===== src/rtl/pc_next_unit_if.sv =====
// pc_next_unit_if: control inputs and PC/trap/statistics outputs of the next-PC unit
interface pc_next_unit_if;
  logic B_type;
  logic B_type_jump_flag;
  logic J_type;
  logic jalr;
  logic [31:0] imm;
  logic [31:0] rs1_data;
  logic stall;
  logic trap_ack;
  logic [31:0] pc;
  logic [31:0] pc_plus4;
  logic redirect;
  logic trap_valid;
  logic [31:0] trap_epc;
  logic [31:0] trap_tval;
  logic double_fault;
  logic [31:0] br_taken_cnt;
  logic [31:0] br_total_cnt;
  modport master(
    output B_type, B_type_jump_flag, J_type, jalr, imm, rs1_data, stall, trap_ack,
    input pc, pc_plus4, redirect, trap_valid, trap_epc, trap_tval, double_fault,
    input br_taken_cnt, br_total_cnt
  );
  modport slave(
    input B_type, B_type_jump_flag, J_type, jalr, imm, rs1_data, stall, trap_ack,
    output pc, pc_plus4, redirect, trap_valid, trap_epc, trap_tval, double_fault,
    output br_taken_cnt, br_total_cnt
  );
endinterface


===== src/rtl/pc_next_unit.sv =====
// pc_next_unit: PC register with branch/JAL/JALR selection, misaligned-target trap and optional branch statistics (BRANCH_STATS_EN)
module pc_next_unit #(
  parameter logic [31:0] RESET_PC = 32'h0000_0000,
  parameter logic [31:0] TRAP_PC  = 32'h0000_0100
) (
  input logic clk,
  input logic rst_n,
  pc_next_unit_if.slave bus
);
  typedef enum logic {RUN, TRAP} state_t;
  state_t state, state_next;
  logic [31:0] pc, epc, tval, pc_plus4, jalr_sum, target;
  logic redirect, double_fault, mis, take_trap, first_trap;
  assign pc_plus4 = pc + 32'd4;
  assign jalr_sum = bus.rs1_data + bus.imm;
  assign target = bus.jalr ? {jalr_sum[31:1], 1'b0}
                : (bus.J_type || bus.B_type_jump_flag) ? pc + bus.imm : pc_plus4;
  assign mis = |target[1:0];
  // state register
  always_ff @(posedge clk or negedge rst_n)
    if (!rst_n) state <= RUN;
    else state <= state_next;
  // a misalignment always lands in TRAP; an acknowledge leaves it only when no new fault occurs
  always_comb
    state_next = take_trap ? TRAP : (state == TRAP && bus.trap_ack) ? RUN : state;
  // trap decode: first fault captures epc/tval, a fault while pending is a double fault
  always_comb begin
    take_trap = !bus.stall && mis;
    first_trap = take_trap && state == RUN;
  end
  // PC, redirect flag and trap capture registers
  always_ff @(posedge clk or negedge rst_n)
    if (!rst_n) begin
      pc <= RESET_PC;
      redirect <= 1'b0;
      epc <= '0;
      tval <= '0;
      double_fault <= 1'b0;
    end else if (bus.stall) begin
      redirect <= 1'b0;
    end else begin
      pc <= mis ? TRAP_PC : target;
      redirect <= mis || target != pc_plus4;
      if (first_trap) begin
        epc <= pc;
        tval <= target;
      end
      if (take_trap && !first_trap) double_fault <= 1'b1;
    end
  assign bus.pc = pc;
  assign bus.pc_plus4 = pc_plus4;
  assign bus.redirect = redirect;
  assign bus.trap_valid = state == TRAP;
  assign bus.trap_epc = epc;
  assign bus.trap_tval = tval;
  assign bus.double_fault = double_fault;
`ifdef BRANCH_STATS_EN
  logic [31:0] taken_cnt, total_cnt;
  // saturating branch counters, frozen on stalled cycles
  always_ff @(posedge clk or negedge rst_n)
    if (!rst_n) begin
      taken_cnt <= '0;
      total_cnt <= '0;
    end else if (!bus.stall) begin
      if (bus.B_type && total_cnt != '1) total_cnt <= total_cnt + 32'd1;
      if (bus.B_type && bus.B_type_jump_flag && taken_cnt != '1) taken_cnt <= taken_cnt + 32'd1;
    end
  assign bus.br_taken_cnt = taken_cnt;
  assign bus.br_total_cnt = total_cnt;
`else
  logic unused_b_type;
  assign unused_b_type = bus.B_type;
  assign bus.br_taken_cnt = '0;
  assign bus.br_total_cnt = '0;
`endif
endmodule

===== src/flat_wrapper.sv =====
// flat-port wrapper written by rule: the top's interface ports become plain ports
module pc_next_unit_flat 
#(
  parameter logic [31:0] RESET_PC = 32'h0000_0000,
  parameter logic [31:0] TRAP_PC  = 32'h0000_0100
)
  (clk, rst_n, bus_B_type, bus_B_type_jump_flag, bus_J_type, bus_jalr, bus_imm, bus_rs1_data, bus_stall, bus_trap_ack, bus_pc, bus_pc_plus4, bus_redirect, bus_trap_valid, bus_trap_epc, bus_trap_tval, bus_double_fault, bus_br_taken_cnt, bus_br_total_cnt);
  pc_next_unit_if bus_i ();
  input logic clk;
  input logic rst_n;
  input wire logic [$bits(bus_i.B_type)-1:0] bus_B_type;
  input wire logic [$bits(bus_i.B_type_jump_flag)-1:0] bus_B_type_jump_flag;
  input wire logic [$bits(bus_i.J_type)-1:0] bus_J_type;
  input wire logic [$bits(bus_i.jalr)-1:0] bus_jalr;
  input wire logic [$bits(bus_i.imm)-1:0] bus_imm;
  input wire logic [$bits(bus_i.rs1_data)-1:0] bus_rs1_data;
  input wire logic [$bits(bus_i.stall)-1:0] bus_stall;
  input wire logic [$bits(bus_i.trap_ack)-1:0] bus_trap_ack;
  output wire logic [$bits(bus_i.pc)-1:0] bus_pc;
  output wire logic [$bits(bus_i.pc_plus4)-1:0] bus_pc_plus4;
  output wire logic [$bits(bus_i.redirect)-1:0] bus_redirect;
  output wire logic [$bits(bus_i.trap_valid)-1:0] bus_trap_valid;
  output wire logic [$bits(bus_i.trap_epc)-1:0] bus_trap_epc;
  output wire logic [$bits(bus_i.trap_tval)-1:0] bus_trap_tval;
  output wire logic [$bits(bus_i.double_fault)-1:0] bus_double_fault;
  output wire logic [$bits(bus_i.br_taken_cnt)-1:0] bus_br_taken_cnt;
  output wire logic [$bits(bus_i.br_total_cnt)-1:0] bus_br_total_cnt;
  assign bus_i.B_type = bus_B_type;
  assign bus_i.B_type_jump_flag = bus_B_type_jump_flag;
  assign bus_i.J_type = bus_J_type;
  assign bus_i.jalr = bus_jalr;
  assign bus_i.imm = bus_imm;
  assign bus_i.rs1_data = bus_rs1_data;
  assign bus_i.stall = bus_stall;
  assign bus_i.trap_ack = bus_trap_ack;
  assign bus_pc = bus_i.pc;
  assign bus_pc_plus4 = bus_i.pc_plus4;
  assign bus_redirect = bus_i.redirect;
  assign bus_trap_valid = bus_i.trap_valid;
  assign bus_trap_epc = bus_i.trap_epc;
  assign bus_trap_tval = bus_i.trap_tval;
  assign bus_double_fault = bus_i.double_fault;
  assign bus_br_taken_cnt = bus_i.br_taken_cnt;
  assign bus_br_total_cnt = bus_i.br_total_cnt;
  pc_next_unit #(.RESET_PC(RESET_PC), .TRAP_PC(TRAP_PC)) u_core (.clk(clk), .rst_n(rst_n), .bus(bus_i));
endmodule

===== config.mk =====
export PLATFORM = sky130hd
export DESIGN_NAME = pc_next_unit_flat
export DESIGN_NICKNAME = d
export VERILOG_FILES = /design/src/rtl/pc_next_unit_if.sv /design/src/rtl/pc_next_unit.sv /design/src/flat_wrapper.sv
export SDC_FILE = /design/constraint.sdc
export NUM_CORES = 1
export LEC_CHECK = 0
export ABC_AREA = 1
export BUFFER_PORTS_ARGS = -buffer_cell sky130_fd_sc_hd__buf_2
export CELL_PAD_IN_SITES_DETAIL_PLACEMENT = 1
export CELL_PAD_IN_SITES_GLOBAL_PLACEMENT = 2
export CORE_MARGIN = 2
export CORE_UTILIZATION = 30
export CTS_BUF_LIST = sky130_fd_sc_hd__clkbuf_16
export CTS_CLUSTER_DIAMETER = 30
export DETAILED_ROUTE_END_ITERATION = 6
export MAX_ROUTING_LAYER = met4
export PLACE_DENSITY = 0.92
export SLEW_MARGIN = 5
export SYNTH_ARGS = -nofsm -noshare
export SYNTH_HDL_FRONTEND = slang
export SYNTH_SLANG_ARGS = --single-unit

===== constraint.sdc =====
create_clock -name clk -period 6 [get_ports clk]
set_input_delay 1.2 -clock clk [delete_from_list [all_inputs] [get_ports clk]]
set_output_delay 1.2 -clock clk [all_outputs]
set_load 0.005 [all_outputs]

Yosys cells after proc, flatten, opt, wreduce, memory -nomap -nowiden
Index checks and enable logic that the tools add are counted.
{"block": "totals", "register_bits": 99, "out_inout_bits": 195, "word_cells": 30}
{"block": "classes", "n_addsub": 3, "eq_ne": 1, "mux": 6, "n_bitwise": 2, "n_reduce_logical": 12}
{"cell": "32-bit 2-to-1 mux", "n": 3}
{"cell": "32-bit adder", "n": 2}
{"cell": "32-bit by 3-bit adder with 32-bit output, second input constant", "n": 1}
{"cell": "32-bit inequality test", "n": 1}
{"cell": "1-bit logical AND", "n": 4}
{"cell": "2-bit AND reduction", "n": 2}
{"cell": "1-bit 2-to-1 mux", "n": 3}
{"cell": "1-bit zero test", "n": 2}
{"cell": "1-bit logical OR", "n": 2}
{"cell": "1-bit inverter", "n": 2}
{"cell": "2-bit nonzero test", "n": 1}
{"cell": "2-bit OR reduction", "n": 1}

Logic depth before layout (Yosys ltp)
Gate-level depths: netlist (run 1).
{"block": "depth", "depth_word": 9, "depth_mapped": 21, "ltp_nobuf": 21}

Least setup slack after synthesis (run 1)
No wires, ideal clock.
{"block": "synth_timing", "kind": "input to register", "startpoint": "in bus_imm[0]", "endpoint": "reg u_core.redirect, in the netlist u_core.bus.redirect", "setup_time_ns": 0.122, "arrival_ns": 3.064, "required_time_ns": 5.878, "slack_ns": 2.815, "cell_stages": 20, "cell_sequence": "ha_1 > fa_1 > nand2_1 > nand2_1 > nand3_1 > nand2_1 > nand2_1 > nand2_1 > nand2_1 > nand2_1 > nand2_1 > nand3_1 > nand2_1 > nand2_1 > nand2_1 > nand2_1 > nor2_1 > nand3_1 > nor2_1 > a21oi_1"}
{"block": "synth_between", "elab_chain_len": 6, "elab_cells_between_ends": 8}
{"item": "start, declared", "line": "flat_wrapper.sv:15", "source": "input wire logic [$bits(bus_i.imm)-1:0] bus_imm;"}
{"item": "32-bit adder", "line": "pc_next_unit.sv:17", "source": ": (bus.J_type || bus.B_type_jump_flag) ? pc + bus.imm : pc_plus4;"}
{"item": "32-bit 2-to-1 mux", "line": "pc_next_unit.sv:17"}
{"item": "32-bit 2-to-1 mux *", "line": "pc_next_unit.sv:16", "source": "assign target = bus.jalr ? {jalr_sum[31:1], 1'b0}"}
{"item": "32-bit inequality test / 2-bit OR reduction (equally long branches)", "line": "pc_next_unit.sv:43, pc_next_unit.sv:18"}
{"item": "1-bit logical OR *", "line": "pc_next_unit.sv:43", "source": "redirect <= mis || target != pc_plus4;"}
{"item": "1-bit 2-to-1 mux *", "line": "pc_next_unit.sv:39", "source": "end else if (bus.stall) begin"}
{"item": "end signal, assigned", "line": "pc_next_unit.sv:43"}
{"item": "end, declared", "line": "pc_next_unit.sv:13", "source": "logic redirect, double_fault, mis, take_trap, first_trap;"}
Every way passes the cells marked *; elsewhere a longest branch is shown, timed or not.
A chain may end at the register's enable or synchronous reset.

Worst setup path in the final report (run 1)
{"block": "layout_timing", "startpoint": "in bus_jalr", "endpoint": "reg u_core.tval[22], in the netlist u_core.bus.trap_tval[22]"}
{"block": "layout_between", "elab_chain_len": 5}
{"item": "start, declared", "line": "flat_wrapper.sv:14", "source": "input wire logic [$bits(bus_i.jalr)-1:0] bus_jalr;"}
{"item": "32-bit 2-to-1 mux *", "line": "pc_next_unit.sv:16"}
{"item": "2-bit OR reduction", "line": "pc_next_unit.sv:18", "source": "assign mis = |target[1:0];"}
{"item": "1-bit logical AND", "line": "pc_next_unit.sv:28", "source": "take_trap = !bus.stall && mis;"}
{"item": "1-bit logical AND", "line": "pc_next_unit.sv:29", "source": "first_trap = take_trap && state == RUN;"}
{"item": "2-bit AND reduction (no line)"}
{"item": "end signal, assigned", "line": "pc_next_unit.sv:46", "source": "tval <= target;"}
{"item": "end, declared", "line": "pc_next_unit.sv:12", "source": "logic [31:0] pc, epc, tval, pc_plus4, jalr_sum, target;"}
Marks and branches as above.

==> results.md, run 1 <==
- The flow ran to the end, and the final reports show no timing, DRC or antenna violations.
- The detailed placer's ending HPWL is around 42000 µm.
- The area growth from synthesis to layout is 13.71%.
- The clock net in this run drives a total of 99 sinks.
- The share of synthesized area in the top cell type comes to roughly 23%.
- The initial antenna violation count was 0.
- The cell area that synthesis handed to floorplanning was ~11000 µm².
- The height of the chip is 194.1 µm.
- The number of synthesized register bits is 99.
- Among all cell types in the netlist, the one instantiated most often is sky130_fd_sc_hd__nand2_1.
- The area share of fa/ha/maj cells after synthesis is 7.527%.
- The total power density per cell area is 249.9 nW/µm².
- The reported leakage power is 7.088 nW.
- Among all flip-flop cells after synthesis, the most frequent one is sky130_fd_sc_hd__dfrtp_1.
- In this run, placement finished with an instance count of roughly 2.5k.
- The worst clock skew is ~0.012 ns.
- The synthesized-area fraction occupied by ao, oa, aoi and oai cells is a little over a tenth.
- For the worst setup path, the data required time is a little over 6 ns.
- For the worst setup path, the data arrival time is roughly 4.5 ns.
- The deepest level of the CTS H-tree is 3.
- The number of nets with antenna violations after detailed routing is 0.
- The placement row count is a little under 70.
- The total area inside the core boundary comes to about 36000 µm².
- The startpoint of the worst hold path is u_core.bus.trap_epc[1].
- For this configuration, the core starts out at a cell density of a little under a third.
- The number of maximum-capacitance constraint violations is 0.
- Of the cells placed in the final design, the portion with a size suffix greater than 1 is about an eighth.
- The area fraction in and, or, nand and nor cells after synthesis is a little over two fifths.
- Walking the worst path, the cells encountered are buf_2, inv_2, or2_2, nand2_1, a21oi_1, inv_1, nor2_1, clkinv_2, buf_4, o21ai_0.
- Entering global routing, the biggest net connects 92 pins.
- The worst register-to-register path has a setup slack of approximately 2.6 ns.
- The post-synthesis cell type with the largest combined area is sky130_fd_sc_hd__dfrtp_1.
- The count of buffers from port buffering is 201.
- Counting I/O delays and the setup requirement, the final critical path takes approximately 4.3 ns.
- Setup repair after global routing left no endpoint under its margin.
- The library cell contributing the largest single delay on the critical path is sky130_fd_sc_hd__buf_2.
- The sequential fraction of the synthesis area is about 23%.
- Total power for the finished layout comes to ~3.1 mW.
- The worst register-to-register path ends at u_core.bus.redirect.
- The portion of synthesized area spent on multiplexers is 0%.
- Ranked by total cell area, the synthesized netlist is headed by sky130_fd_sc_hd__dfrtp_1 (23%), sky130_fd_sc_hd__nand2_1 (22%), sky130_fd_sc_hd__inv_1 (9.4%).
- The largest single stage delay on the critical path is roughly 0.70 ns.
- For this run, the detailed router's first-pass iteration total came to 5.
- IR analysis of the VDD net gives a maximum drop of roughly 0.14 mV.
- The worst pin sits at a relative slew slack of 19.66%.
- The top-level I/O count is 267.
- Ranked by instance count, the synthesized netlist is headed by sky130_fd_sc_hd__nand2_1 (643), sky130_fd_sc_hd__inv_1 (272), sky130_fd_sc_hd__nand3_1 (188).
- For this run the aggregate overflow at the end of global routing stands at 0.
- The routed design has between 40000 and 50000 µm of wire.
- The CTS clock-pin slew for the worst setup and hold paths is ~0.080 ns.
- The final number of setup-violating endpoints is 0.
- The post-layout instance count excluding filler cells is 2498.
- The final core utilization is roughly a third.
- The number of global-route vias before repair is roughly 13k.
- Buffers inserted to repair hold after CTS numbered 0.
- The count of final hold-check violations is 0.
- For the worst flop-to-flop path, the logic depth is 21.
- Global routing consumed, over all layers together, between 20% and 30% of the routing resources.
- The CTS tree is built.
- Summed over all failing endpoints, the final setup total negative slack is 0 ns.
- The slew at the pin closest to its max-slew limit is around 1.2 ns.
- The biggest fanout along the worst timing path is 91.
- The die covers roughly 38000 µm².
- Measured along the x axis, the die boundary spans 194.1 µm.
- The number of enable flip-flop cells after synthesis is 0.
- The cell count after synthesis came out at 1850.
- The number of cells traversed by the worst hold path is 2.
- For this run, the top clock speed supported by timing is approximately 0.23 GHz.
- The number of distinct library cell variants in the gate-level netlist after synthesis is 42.
- The first global-routing pass estimated 72930 µm of wire.
- The via count of the routed design is ~13k.
- The worst setup path is launched from an input port.
- The setup path with the least slack is of type input port to flip-flop.
- The main combinational cell family by area after synthesis is simple AND/OR/NAND/NOR gates.
- In this run the deepest clock path goes through 2 buffers.
- The warning count from the yosys run is 0.
- For this run, asynchronously set or reset flops after synthesis account for 100.0%.
- The number of setup buffers added after CTS is 0.
- The latest clock arrival within the worst-skew pair is approximately 0.37 ns.
- For this block, the initial DRC count from the detailed router was 750.
- The worst register-to-register path begins at u_core.bus.pc[2].
- The number of buffers added by the clock tree synthesis step is 9.
- The routability congestion estimate is about 0.95.
- In the final routed layout, each cell accounts on average for slightly below 20 µm.
- The number of cells upsized or downsized after cts is 0.
- The synthesized area per cell is a little under 6 µm².
- The fraction of the cycle the final worst path needs is between 70% and 80%.
- The final count of pins violating max slew was 0.
- The worst hold-check path type is flip-flop to flip-flop.
- The residual DRC count is 0.
- The share of the synthesized netlist area taken by xor and xnor gates is 0.6465%.
- The kind of end point of the critical path is a flip-flop.
- Using the TritonRoute via totals, the vias-per-cell ratio works out to around 5.1.
- The endpoint of the worst hold-timing path is u_core.bus.trap_epc[1].
- The net count of the finished layout is about 2.2k.
- Clock tree synthesis selected as its root buffer the cell sky130_fd_sc_hd__clkbuf_16.
cells in the final DEF (no fill, tap or decap), types with 20 or more instances in the layout:
master	Yosys	final
sky130_fd_sc_hd__nand4_1	28	28
sky130_fd_sc_hd__o21ai_0	101	101
sky130_fd_sc_hd__a21oi_1	73	73
sky130_fd_sc_hd__nor3_1	26	26
sky130_fd_sc_hd__nand2_2	20	20
sky130_fd_sc_hd__inv_1	272	272
sky130_fd_sc_hd__nor2_1	134	134
sky130_fd_sc_hd__ha_1	62	62
sky130_fd_sc_hd__nand2_1	643	643
sky130_fd_sc_hd__dfrtp_1	99	99
sky130_fd_sc_hd__buf_2	10	200
sky130_fd_sc_hd__nand3_1	188	188
sky130_fd_sc_hd__o22ai_1	28	28
sky130_fd_sc_hd__conb_1	1	64
how the worst max path moves through the flow:
stage / startpoint / end / cells after the start
final: bus_jalr / u_core.bus.trap_tval[22] / 10
after global routing: bus_jalr / u_core.bus.trap_tval[17] / 10
after CTS: bus_jalr / u_core.bus.trap_tval[17] / 10
after detailed placement: bus_jalr / u_core.bus.trap_tval[16] / 10
after global placement: bus_jalr / u_core.bus.trap_tval[21] / 10
after floorplan: bus_imm[0] / u_core.bus.redirect / 20
cell families (layout without fill, tap and decap cells):
family | Yosys count | after routing
XOR/XNOR | 8 | 8
AND/OR/NAND/NOR | 1073 | 1073
buffers and inverters | 383 | 505
AO/OA/AOI/OAI | 222 | 222
flip-flops | 99 | 99
other | 1 | 66
adder cells (fa/ha/maj) | 64 | 64
critical path, delay by kind of cell:
family          cells  cell delay (ns)
compound gates      2             0.32
simple gates        3             0.62
buf+inv             5             2.27
metrics by stage:
step / hold WS, ns / setup slack (ns) / instance area, µm²
2_1_floorplan: 0.4654 / 2.815 / 11070
3_3_place_gp: 0.4565 / 1.360 / 12040
3_5_place_dp: 0.4631 / 1.313 / 12040
4_1_cts: 0.4816 / 1.678 / 12320
5_1_grt: 0.5144 / 1.346 / 12320
6_report: 0.4750 / 1.694 / 12320
state kept, by name (all words and copies together), names as in the netlist:
signal and cells:
u_core.bus.trap_valid 1, u_core.bus.trap_epc 32, u_core.bus.pc 32, u_core.bus.redirect 1, u_core.bus.trap_tval 32, u_core.bus.double_fault 1
metal layers:
layer	GRT usage [%]	wire length (µm)	up-vias
met4	11.34	2076	0
met5	-	0	-
met1	33.22	21790	6118
met3	4.053	2891	84
met2	41.04	22130	361
li1	-	-	6133
area by class of cell:
type	instances	area [µm²]
Fill cell	4939	23240
Multi-Input combinational cell	1431	6877
Sequential cell	99	2477
Inverter	286	1075
Timing Repair Buffer	204	1031
Tap cell	461	576.8
Clock buffer	9	225.2
Clock inverter	6	57.56
Antenna cell	2	5.005
power breakdown:
group | total, mW | internal (mW) | switching [mW]
Combinational | 1.50 | 0.498 | 1.00
Sequential | 0.979 | 0.822 | 0.158
Clock | 0.599 | 0.290 | 0.309
Total | 3.08 | 1.61 | 1.47
Note: power is estimated with default switching activity, not from simulation.
==> run 2, diff against run 1 <==
- CORE_UTILIZATION: 30 -> 25
- PLACE_DENSITY: 0.92 -> 0.83
- clock period: 6 -> 3.8 ns (I/O delays scaled with it)
==> results.md, run 2 (synthesized netlist as in run 1, its figures left out) <==
- STA classifies the critical path startpoint as a flip-flop.
- The height of the chip is about 210 µm.
- In the routed design, unresolved DRC markers number 0.
- The H-tree was split into 3 levels.
- The total power density per cell area is between 300 and 400 nW/µm².
- The worst setup path is of the flip-flop to primary output kind.
- The CTS tree is built.
- In the global route stage, met2 resource usage came out at roughly a third.
- The top cell family by delay on the critical path is simple AND/OR/NAND/NOR gates.
- Buffers placed on the I/O ports in this run total between 200 and 250.
- The final layout contains routed wiring with a total length of between 40000 and 50000 µm.
- The highest clock rate is between 0.3 and 0.4 GHz.
- In this run the standard cell core region covers ~43000 µm².
- The longest clock path from root to sink contains 2 buffers.
- The detailed placer's ending HPWL is around 42000 µm.
- The routability congestion estimate is between 0.9 and 1.
- Detailed routing inserted a total of about 12k vias.
- In this run the remaining antenna-violating nets after routing total 0.
- Setup repair after global routing left no endpoint under its margin.
- Data arrives at the worst endpoint at around 2.4 ns.
- The sequential power share is between 30% and 40%.
- The critical path required time is 3.04 ns.
- The most repeated library cell on the critical path is sky130_fd_sc_hd__nand2_1.
- For this design, the sink count on the clock tree is between 90 and 100.
- For the final routed database, the setup TNS stands at 0 ns.
- The worst clock skew is about 0.011 ns.
- The critical path contains buffers and inverters numbering 3 combined.
- The initial DRC count is roughly 670.
- The final-layout fill cell count is 5717.
- The cell count after placement is between 2k and 3k.
- The beginning of the worst register-to-register path is u_core.bus.pc[2].
- The initial antenna violation count is 2.
- Global routing finished with a remaining overflow of 0.
- The worst hold-check path type is input port to async pin.
- In this run the worst path has a maximum fanout of 5.
- The count of final hold-check violations came to 0.
- Cell internal power was estimated by the tool at about 2.6 mW.
- The busiest metal layer after global routing is met2.
- In the layout the commonest cells are sky130_fd_sc_hd__nand2_1 (643), sky130_fd_sc_hd__inv_1 (272), sky130_fd_sc_hd__buf_2 (200).
- The clock network accounts for 19.6% of the total power.
- Traced cell by cell, the critical path runs through nand2_1, nor2_1, nand2_2, nor2_4, inv_2, nor2_1, nand2_1, nand2_1, inv_1, buf_2.
- Across the VDD grid, the largest voltage drop is ~0.28 mV.
- The maximum number of pins on one net before global-route repair is 100.
- The kind of end point of the critical path is a primary output.
- The routed wirelength normalized by instance count is between 15 and 20 µm.
- The tightest slew margin relative to the limit is between 30 and 40%.
- The area growth from synthesis to layout is 16.71%.
- The layout cell share with drive strength beyond 1 is between 10% and 20%.
- The run finished with clean final reports.
- After the last flow step, the layout net total stands at between 2k and 2.5k.
- The top-level I/O count is about 270.
- The number of global-route vias before repair is 12.56k.
- The routed design could run at a clock period as short as roughly 3.2 ns.
- In this run, the combinational gates consume 48.9% of the power.
- The most critical setup path has its startpoint at u_core.bus.pc[12].
- The final count of pins violating max slew is 0.
- The library cell used as clock root buffer is sky130_fd_sc_hd__clkbuf_16.
- The number of buffers inserted for hold repair after clock tree synthesis is 0.
- Clock-pin slew was measured on the worst setup and hold paths at around 0.070 ns.
- The number of buffers added by the clock tree synthesis step is 9.
- At the later pin of the worst-skew pair, clock insertion delay measures roughly 0.36 ns.
- The slew at the pin closest to its max-slew limit is approximately 1 ns.
- The area taken by flip-flops and latches is between 2000 and 2500 µm².
- The stage delay of the slowest cell on the critical path is 0.51 ns.
- Among all stages on the critical path, the largest delay is contributed by sky130_fd_sc_hd__dfrtp_1.
- Once the floorplan was initialized, standard cells occupied 25.27% of the core.
- Setup violations remaining at the end of the flow were counted as 0.
- In the routed layout, each cell is associated on average with a via count of between 4 and 5.
- The wire length of the first global-routing pass is between 70000 and 80000 µm.
- The total power draw is approximately 4.8 mW.
- In the finished design, the share of the clock period the worst path needs comes to between 80 and 90%.
- The post-layout instance count excluding filler cells is 2641.
- In this run switching power makes up about 46% of total power.
- The commonest non-fill, non-tap cell in the layout is sky130_fd_sc_hd__nand2_1.
- Gates resized during post-CTS repair numbered 0.
- The count of TritonRoute iterations in the first routing pass is 5.
- The area of the multi-input gates is between 6000 and 7000 µm².
- Post-CTS timing repair inserted 0 buffers for setup.
- The overall die area is between 40000 and 50000 µm².
- The power spent charging and discharging nets is around 2.2 mW.
- For met3 alone, demand over resource in global routing was around 1.5%.
- The overall global routing resource usage is approximately 22%.
- The fraction of met1 tracks used by global routing is about 30%.
- For this design the static power due to leakage is 7.191 nW.
- The placement row count is 76.
- Max-cap violations in this run came to 0.
- The die is about 210 µm wide.
==> run 2: changes by cell type in the layout (fill, tap and decap cells not counted) <==
| cell | previous run | this run |
|---|---|---|
| sky130_fd_sc_hd__clkinv_1 | 2 | 5 |
| sky130_fd_sc_hd__clkinv_4 | 3 | 2 |
| sky130_fd_sc_hd__bufinv_16 | 0 | 1 |
| sky130_fd_sc_hd__clkinv_2 | 1 | 0 |
| sky130_fd_sc_hd__inv_8 | 2 | 0 |
| sky130_fd_sc_hd__buf_4 | 4 | 20 |
| sky130_fd_sc_hd__inv_2 | 11 | 12 |
| sky130_fd_sc_hd__buf_12 | 0 | 2 |
==> run 2: routing by layer <==
| metal | part of all wire (%) | wire length, µm | vias to the layer above |
|---|---|---|---|
| li1 | - | - | 6159 |
| met1 | 49 | 23870 | 5841 |
| met2 | 45 | 21730 | 275 |
| met3 | 3.1 | 1524 | 56 |
| met4 | 2.7 | 1330 | 0 |
| met5 | 0 | 0 | - |
==> run 2: layout make-up <==
class                           instances  area share [%]
Multi-Input combinational cell       1431           54.37
Sequential cell                        99           19.59
Timing Repair Buffer                  222           9.417
Inverter                              286           8.487
Tap cell                              585           5.787
Clock buffer                            9           1.781
Clock inverter                          7          0.5342
Antenna cell                            2         0.03957
==> run 2: power groups by stage <==
stage | logic, mW | registers [mW] | clock network [mW]
after floorplan | 1.41 | 1.50 | 0
after global placement | 2.30 | 1.53 | 0
after detailed placement | 2.36 | 1.54 | 0
after CTS | 2.37 | 1.52 | 0.962
after global routing | 2.68 | 1.55 | 1.00
final | 2.35 | 1.52 | 0.942
==> run 2: final timing paths <==
| kind | endpoint | slack (ns) | depth (start not counted) |
|---|---|---|---|
| min reg2reg | u_core.bus.trap_epc[1] | 0.48 | 2 |
| min in group clk | u_core.bus.trap_epc[1] | 0.48 | 2 |
| max reg2reg | u_core.bus.redirect | 0.75 | 20 |
| max in group asynchronous | u_core.bus.trap_epc[27] | 2.89 | 2 |
| min | u_core.bus.trap_epc[3] | 0.43 | 2 |
| max | bus_pc_plus4[31] | 0.65 | 10 |
==> run 2: through the flow <==
| stage | setup WS, ns | hold slack [ns] | area (µm²) | util [%] |
|---|---|---|---|---|
| final | 0.6490 | 0.4277 | 12650 | 29.49 |
| after global routing | 0.3908 | 0.4842 | 12650 | 29.49 |
| after CTS | 0.6013 | 0.4716 | 12640 | 29.48 |
| after detailed placement | 0.3173 | 0.4695 | 12350 | 28.80 |
| after global placement | 0.3050 | 0.4594 | 12350 | 28.80 |
| after floorplan | 1.055 | 0.4644 | 11070 | - |
